**config.mk**
```make
export PLATFORM = sky130hd
export DESIGN_NAME = des_key_sched
export DESIGN_NICKNAME = d
export VERILOG_FILES = /design/src/rtl/des_key_sched.sv
export SDC_FILE = /design/constraint.sdc
export NUM_CORES = 1
export LEC_CHECK = 0
export CAP_MARGIN = 10
export CORE_ASPECT_RATIO = 1.4
export CORE_MARGIN = 3
export CORE_UTILIZATION = 35
export DETAILED_ROUTE_END_ITERATION = 8
export GPL_TIMING_DRIVEN = 0
export PLACE_DENSITY = 0.67
export REMOVE_ABC_BUFFERS = 1
export SLEW_MARGIN = 20
export SYNTH_ARGS = -nofsm -noshare
export SYNTH_HDL_FRONTEND = slang
export SYNTH_SLANG_ARGS = --single-unit
```
**constraint.sdc**
```tcl
create_clock -name clk_i -period 7.45 [get_ports clk_i]
set_input_delay 0.745 -clock clk_i [delete_from_list [all_inputs] [get_ports clk_i]]
set_output_delay 0.745 -clock clk_i [all_outputs]
set_load 0.03 [all_outputs]
```
**src/rtl/des_key_sched.sv**
```systemverilog
// Iterative DES key schedule: PC-1 on load, then one PC-2 round key per accepted
// transfer, in encrypt (K1..K16) or decrypt (K16..K1) order.
module des_key_sched #(
    parameter int NROUNDS = 16
) (
    input  logic        clk_i,
    input  logic        rst_i,
    input  logic        start_i,
    input  logic [63:0] key_i,
    input  logic        decrypt_i,
    output logic        busy_o,
    output logic [47:0] rkey_o,
    output logic [3:0]  round_o,
    output logic        rkey_valid_o,
    input  logic        rkey_ready_i,
    output logic        last_o
);

    localparam logic [3:0] LAST_STEP = 4'(NROUNDS - 1);

    localparam int PC1_TAB [0:55] = '{
        57, 49, 41, 33, 25, 17,  9,  1, 58, 50, 42, 34, 26, 18,
        10,  2, 59, 51, 43, 35, 27, 19, 11,  3, 60, 52, 44, 36,
        63, 55, 47, 39, 31, 23, 15,  7, 62, 54, 46, 38, 30, 22,
        14,  6, 61, 53, 45, 37, 29, 21, 13,  5, 28, 20, 12,  4
    };

    localparam int PC2_TAB [0:47] = '{
        14, 17, 11, 24,  1,  5,  3, 28, 15,  6, 21, 10,
        23, 19, 12,  4, 26,  8, 16,  7, 27, 20, 13,  2,
        41, 52, 31, 37, 47, 55, 30, 40, 51, 45, 33, 48,
        44, 49, 39, 56, 34, 53, 46, 42, 50, 36, 29, 32
    };

    typedef enum logic [1:0] {IDLE, LOAD, EMIT} state_t;

    state_t      state_q;
    state_t      state_nxt;
    logic [27:0] c_p0;
    logic [27:0] d_p0;
    logic [27:0] c_nxt;
    logic [27:0] d_nxt;
    logic [3:0]  step_p0;
    logic        mode_p0;
    logic [47:0] rkey_p1;
    logic        xfer;
    logic [4:0]  enc_idx;
    logic [4:0]  dec_idx;

    // DES bit n of the key lives at key_i[64-n]; parity bits are never selected.
    function automatic logic [55:0] pc1(input logic [63:0] k);
        logic [55:0] r;
        r = '0;
        for (int i = 0; i < 56; i++) r[55-i] = k[64-PC1_TAB[i]];
        return r;
    endfunction

    function automatic logic [47:0] pc2(input logic [55:0] cd);
        logic [47:0] r;
        r = '0;
        for (int i = 0; i < 48; i++) r[47-i] = cd[56-PC2_TAB[i]];
        return r;
    endfunction

    // Shift table S[1..16] is 1 at rounds 1, 2, 9 and 16, otherwise 2.
    function automatic logic shift_two(input logic [4:0] idx);
        return !(idx == 5'd1 || idx == 5'd2 || idx == 5'd9 || idx == 5'd16);
    endfunction

    function automatic logic [27:0] rotl(input logic [27:0] x, input logic two);
        return two ? {x[25:0], x[27:26]} : {x[26:0], x[27]};
    endfunction

    function automatic logic [27:0] rotr(input logic [27:0] x, input logic two);
        return two ? {x[1:0], x[27:2]} : {x[0], x[27:1]};
    endfunction

    assign xfer    = (state_q == EMIT) && rkey_ready_i;
    assign enc_idx = 5'(step_p0) + 5'd2;
    assign dec_idx = 5'd16 - 5'(step_p0);

    always_ff @(posedge clk_i) begin
        if (rst_i) state_q <= IDLE;
        else       state_q <= state_nxt;
    end

    always_comb begin
        state_nxt = state_q;
        case (state_q)
            IDLE:    if (start_i) state_nxt = LOAD;
            LOAD:    state_nxt = EMIT;
            EMIT:    if (xfer && step_p0 == LAST_STEP) state_nxt = IDLE;
            default: state_nxt = IDLE;
        endcase
    end

    always_comb begin
        busy_o       = (state_q != IDLE);
        rkey_valid_o = (state_q == EMIT);
        last_o       = (state_q == EMIT) && (step_p0 == LAST_STEP);
        round_o      = mode_p0 ? (LAST_STEP - step_p0) : step_p0;
        rkey_o       = rkey_p1;
    end

    // Decrypt starts from C16/D16, which equal C0/D0, so LOAD only rotates when encrypting.
    always_comb begin
        c_nxt = c_p0;
        d_nxt = d_p0;
        if (state_q == LOAD) begin
            if (!mode_p0) begin
                c_nxt = rotl(c_p0, 1'b0);
                d_nxt = rotl(d_p0, 1'b0);
            end
        end else if (state_q == EMIT) begin
            if (mode_p0) begin
                c_nxt = rotr(c_p0, shift_two(dec_idx));
                d_nxt = rotr(d_p0, shift_two(dec_idx));
            end else begin
                c_nxt = rotl(c_p0, shift_two(enc_idx));
                d_nxt = rotl(d_p0, shift_two(enc_idx));
            end
        end
    end

    // Stage p0 holds C/D and the step; stage p1 is the registered round key.
    always_ff @(posedge clk_i) begin
        if (rst_i) begin
            c_p0    <= '0;
            d_p0    <= '0;
            step_p0 <= '0;
            mode_p0 <= 1'b0;
            rkey_p1 <= '0;
        end else begin
            case (state_q)
                IDLE: begin
                    if (start_i) begin
                        {c_p0, d_p0} <= pc1(key_i);
                        mode_p0      <= decrypt_i;
                        step_p0      <= '0;
                    end
                end
                LOAD: begin
                    c_p0    <= c_nxt;
                    d_p0    <= d_nxt;
                    rkey_p1 <= pc2({c_nxt, d_nxt});
                end
                EMIT: begin
                    if (xfer && step_p0 != LAST_STEP) begin
                        step_p0 <= step_p0 + 4'd1;
                        c_p0    <= c_nxt;
                        d_p0    <= d_nxt;
                        rkey_p1 <= pc2({c_nxt, d_nxt});
                    end
                end
                default: ;
            endcase
        end
    end

endmodule

```
# Word level (Yosys, flattened, before mapping)

Index checks and enable logic that the tools add are counted.

Bits in registers: 111
Bits in latches: 0
RAM bits: 0
Bits in read-only memories: 0
Bits of input ports: 69
Output and inout port bits: 55
Logic and storage cells: 70
Memories: 0

$add $sub $neg: 4
$mul: 0
Divide/modulo/power cells: 0
Order comparisons: 0
Equality and inequality tests: 15
Shift-type cells: 0
Mux-type cells: 25
Bitwise logic cells: 0
Reductions and logical operators: 20

Operators with widths:

| cell                | count |
|---|---|
| $mux 28             | 14 |
| $pmux 28 s3         | 2 |
| $pmux 48 s2         | 1 |
| $mux 48             | 1 |
| $mux 4              | 3 |
| $eq 5x1->1 const B  | 2 |
| $eq 5x2->1 const B  | 2 |
| $eq 5x4->1 const B  | 2 |
| $eq 5x5->1 const B  | 2 |
| $pmux 4 s2          | 1 |
| $logic_or 1x1->1    | 6 |
| $pmux 2 s3          | 1 |
| $reduce_and 2->1    | 3 |
| $reduce_and 3->1    | 2 |
| $reduce_bool 2->1   | 3 |
| $add 4x2->5 const B | 1 |
| $sub 5x4->5 const A | 1 |
| $add 4x1->4 const B | 1 |
| $eq 4x4->1 const B  | 1 |
| $logic_and 1x1->1   | 4 |
| $mux 2              | 2 |
| $ne 2x1->1 const B  | 2 |
| $ne 4x4->1 const B  | 1 |
| $sub 4x4->4 const A | 1 |
| other kinds (5)     | 5 |

# Logic depth before layout (Yosys ltp)

Depth after elaboration: 10
Mapped depth: 12

# Least setup slack after synthesis

OpenSTA, ideal clock, no wires.

Kind: flip-flop to flip-flop
Start point: register state_q[0]
End point: register d_p0[2]
Setup time: 0.091 ns
Data arrival time: 2.457 ns
Data required time: 7.359 ns
Setup slack: 4.902 ns
Cell stages (with the launch flop): 11
Path buffers: 2
Cells stage by stage: dfxtp_1 inv_1 ha_1 clkbuf_1 inv_1 a21oi_1 or3_1 clkbuf_1 a21oi_2 mux2_2 a311oi_1

Cells in the longest elaborated chain, start to end: 5

Ends and longest elaborated chain:

| what                              | RTL line | source |
|---|---|---|
| from (decl)                       | 37       | `state_t state_q;` |
| from (signal assigned)            | 84       | `else state_q <= state_nxt;` |
| $eq 2x2->1 (*)                    | --       |  |
| named net rkey_valid_o            | 14       | `output logic rkey_valid_o,` |
| $logic_and 1x1->1                 | 78       | `assign xfer = (state_q == EMIT) && rkey_ready_i;` |
| $logic_and 1x1->1                 | 148      | `if (xfer && step_p0 != LAST_STEP) begin` |
| $ne 2x1->1 (no source line)       | --       |  |
| $reduce_and 3->1 (no source line) | --       |  |
| to (signal assigned)              | 137      | `{c_p0, d_p0} <= pc1(key_i);` |
| to (signal assigned)              | 144      | `d_p0 <= d_nxt;` |
| to (signal assigned)              | 151      | `d_p0 <= d_nxt;` |
| to (decl)                         | 40       | `logic [27:0] d_p0;` |

The timed path passes the listed nets; every way through them passes the cells marked *. The select of a mux whose other input is x is not followed.
A chain may end at the register's enable or synchronous reset.

# Final worst setup path

Start point: register step_p0[0]
End point: register c_p0[19]

Cells in the longest elaborated chain, start to end: 10

Ends and longest elaborated chain:

| what                                       | RTL line | source |
|---|---|---|
| from (decl)                                | 43       | `logic [3:0] step_p0;` |
| from (signal assigned)                     | 149      | `step_p0 <= step_p0 + 4'd1;` |
| $sub 5x4->5 or $add 4x2->5 (tied branches) | 80, 79   |  |
| $eq 5x1->1 or $eq 5x2->1 (tied branches)   | 67       | `return !(idx == 5'd1 \|\| idx == 5'd2 \|\| idx == 5'd9 \|\| idx == 5'd16);` |
| $logic_or 1x1->1 (3 in a row)              | 67       |  |
| $mux 28 (on tied branches)                 | 75, 71   |  |
| $mux 28                                    | 115      | `if (mode_p0) begin` |
| $mux 28                                    | 109      | `if (state_q == LOAD) begin` |
| $mux 28                                    | 148      |  |
| $pmux 28 s3                                | 134      | `case (state_q)` |
| to (signal assigned)                       | 137      |  |
| to (signal assigned)                       | 143      | `c_p0 <= c_nxt;` |
| to (signal assigned)                       | 150      | `c_p0 <= c_nxt;` |
| to (decl)                                  | 39       | `logic [27:0] c_p0;` |

Parallel ways exist; a longest one is shown, timed or not. The select of a mux whose other input is x is not followed.

==> run summary <==
number of flops mapped to enable cells by yosys -> 0
antenna violations before repair -> 0
R2R Path Start -> step_p0[0]
CTS root buf -> clkbuf_16
post-layout net count -> 1118
worst endpoint data arrival time -> 4.22 ns
worst slack, placed -> 3.55 ns
clk_skew -> 0.0121 ns
Pleak -> 3.45 nW
GRT overflow -> 0
Die Span X -> 133 um
hold path startpoint -> rkey_o[38]
commonest non-fill, non-tap cell in the layout -> a21oi_1
critical path's slowest cell -> a31o_4
Vias -> 8306
Mean Syn Cell Area -> 7.95 um^2
Core Area -> 22100 um^2
number of setup violations in the final report -> 0
I/O pins -> 124
Final Hold Viols -> 0
Worst Hold Path Cells -> 2
Reg clk slew, reported paths -> 0.08 ns
clock latency on the worst-skew pair -> 0.37 ns
diode count -> 0
Core Rows -> 64
all-layer global routing usage -> 21.3%
most frequent cells in the layout -> a21oi_1, clkdlybuf4s50_1, dfxtp_1
startpoint types -> register
drt via density -> 6.20
Synth area leader -> dfxtp_1
kind of critical path -> register to register
combinational share of power -> 42.6%
Synth Flop Type -> dfxtp_1
CP top delay family -> simple AND/OR/NAND/NOR gates
hold endpoint -> rkey_o[38]
Power Density -> 221 nW/um^2
Max-Slew Margin vs Limit -> 28.9%
Post-Syn Instances -> 1000
DRC errors left -> 0
Die ar. -> 24600 um^2
post-route setup slack -> 3.49 ns
htree depth -> 3
Max-Cap Viols -> 0
Ys Warns -> 0
crit path cell chain -> inv_1 -> ha_1 -> and4b_1 -> or2_0 -> a31o_4 -> nand2_1 -> or3_1 -> a311oi_1
max-slew violations -> 0
hold_buf cts -> 0
Initial Utilization -> 36.0%
Int Pwr -> 1.27 mW
Routed WL -> 27000 um
1st-iter DRT viols -> 981
power share of the clock group -> 21.6%
drt wl/cell -> 20.1 um
FMAX -> 253 MHz
instance count on the critical path -> 8
Die Ht -> 184 um
Crit path largest cell delay -> 0.82 ns
Worst VDD drop -> 152 uV
Syn-to-layout area delta -> 21.9%
status -> finished, final reports clean
Sequential Power Share -> 35.8%
slew at the pin closest to its max-slew limit -> 1.06 ns
post-synthesis sequential area ratio -> 27.9%
number of global-route vias before repair -> 7844
Pre-antenna DRT Iters -> 7
Crit Path Max Fanout -> 67
I/O Buffers -> 115
final worst-path cycle share -> 53.1%
GPL Wtd Cong -> 0.828
Async S/R FF share, synth -> 0%
largest net degree at the start of global routing -> 78
RSZ-0062 raised after global routing -> false
synth unique cells -> 60
top cell type's share of synthesized area -> 27.9%
synthesized cell area -> 7950 um^2
Sink Count -> 111
first-pass GRT wire length -> 42600 um
WP buf/inv -> 1
CTS buffer count -> 9
Setup Buffers After CTS -> 0
top cells by area, synth -> dfxtp_1, o211ai_1, a21oi_1
Yosys reg bits -> 111
reg-to-reg slack, setup -> 3.49 ns
fin crit period -> 3.96 ns
CTS resizes -> 0
HP Class -> register to register
layout cells sized above 1 -> 9.88%
Tot Pwr -> 2.14 mW
worst r2r path cells -> 8
Switching Fraction -> 40.5%
Max Root-Sink Buffers -> 2
TritonCTS clock tree -> built
HPWL Detailed -> 17600 um
Antenna Violating Nets Remaining -> 0
FF-to-FF End -> c_p0[19]
Crit. End Element -> register
Switch Pwr -> 0.867 mW
CP Data Required Time -> 7.71 ns
Setup TNS -> 0 ns
[worst max-delay path by stage]
stage                from         end  slack [ns]
3_3_place_gp   state_q[1]  rkey_o[21]       -2.42
3_5_place_dp   step_p0[1]   rkey_o[9]        3.55
2_1_floorplan  state_q[1]   rkey_o[6]        1.81
4_1_cts        step_p0[1]   rkey_o[9]        3.52
5_1_grt        step_p0[1]   rkey_o[9]        3.23
6_report       step_p0[0]    c_p0[19]        3.49
[metal layers]
| metal | up-vias | global-route usage, % | wire length [um] | share of wire [%] |
|---|---|---|---|---|
| met2 | 391 | 36.9 | 13400 | 50 |
| met3 | 45 | 4.04 | 1850 | 6.8 |
| li1 | 3881 | - | - | - |
| met5 | - | 0 | 0 | 0 |
| met4 | 0 | 6.88 | 595 | 2.2 |
| met1 | 3989 | 26.8 | 11200 | 41 |
[metrics by stage]
step | cells | util, % | hold WS, ns | cell area, um^2
finish | 1339 | 43.9 | 0.453 | 9700
global route | 1339 | 43.9 | 0.473 | 9700
CTS | 1339 | 43.9 | 0.455 | 9700
detailed placement | 1324 | 42.7 | 0.445 | 9440
global placement | 1306 | 40.6 | 0.444 | 8980
floorplan | 894 | - | 0.501 | 7460
[cell type report]
class / count / area, um^2
repair buffers: 133 / 1530
clock buffers: 14 / 244
flip-flops and latches: 111 / 2230
clock inverters: 1 / 7.51
multi-input cells: 733 / 5130
fillers: 2236 / 12400
well taps: 297 / 372
inverters: 50 / 188
[state kept, by name, indices dropped and copies added (netlist names)]
register / flops
step_p0: 4
c_p0: 28
state_q: 2
rkey_o: 48
d_p0: 28
mode_p0: 1
[synth_stat cells, drive strengths merged, types with 3 or more instances]
| library cell | number |
|---|---|
| inv | 50 |
| nand2 | 79 |
| nand3b | 15 |
| a311o | 3 |
| nand4 | 9 |
| o211ai | 100 |
| a31o | 4 |
| nor2b | 5 |
| a221oi | 26 |
| a211oi | 21 |
| a311oi | 17 |
| and2 | 4 |
| nor2 | 53 |
| xor2 | 4 |
| o2111ai | 26 |
| a21o | 29 |
| a21oi | 140 |
| clkbuf | 73 |
| a21boi | 3 |
| nand3 | 9 |
| dfxtp | 111 |
| mux2 | 30 |
| o22ai | 13 |
| a222oi | 8 |
| buf | 33 |
| and3 | 11 |
| ha | 11 |
| or3 | 17 |
| a211o | 4 |
| mux2i | 42 |
| o21ai | 29 |
[worst reg2reg max path, cell delays in order (launching register included)]
cell      delay, ns
dfxtp_1        0.51
inv_1          0.14
ha_1           0.23
and4b_1        0.27
or2_0          0.56
a31o_4         0.82
nand2_1        0.56
or3_1          0.45
a311oi_1       0.31
[power by group through the flow]
| stage | clock, mW | combinational (mW) | sequential (mW) |
|---|---|---|---|
| final | 0.462 | 0.912 | 0.767 |
| after CTS | 0.469 | 0.907 | 0.764 |
| after global placement | 0 | 0.855 | 0.789 |
| after detailed placement | 0 | 0.902 | 0.777 |
| after floorplan | 0 | 0.523 | 0.814 |
| after global routing | 0.491 | 0.988 | 0.779 |
[kinds of logic after synthesis]
group,after synthesis,share of synthesized area [%]
AO/OA/AOI/OAI,436,39.2
XOR/XNOR,4,0.441
adder cells (fa/ha/maj),11,1.73
buffers and inverters,156,8.54
flip-flops,111,27.9
multiplexers,72,9.54
AND/OR/NAND/NOR,210,12.7
(Power assumes the default switching activity.)
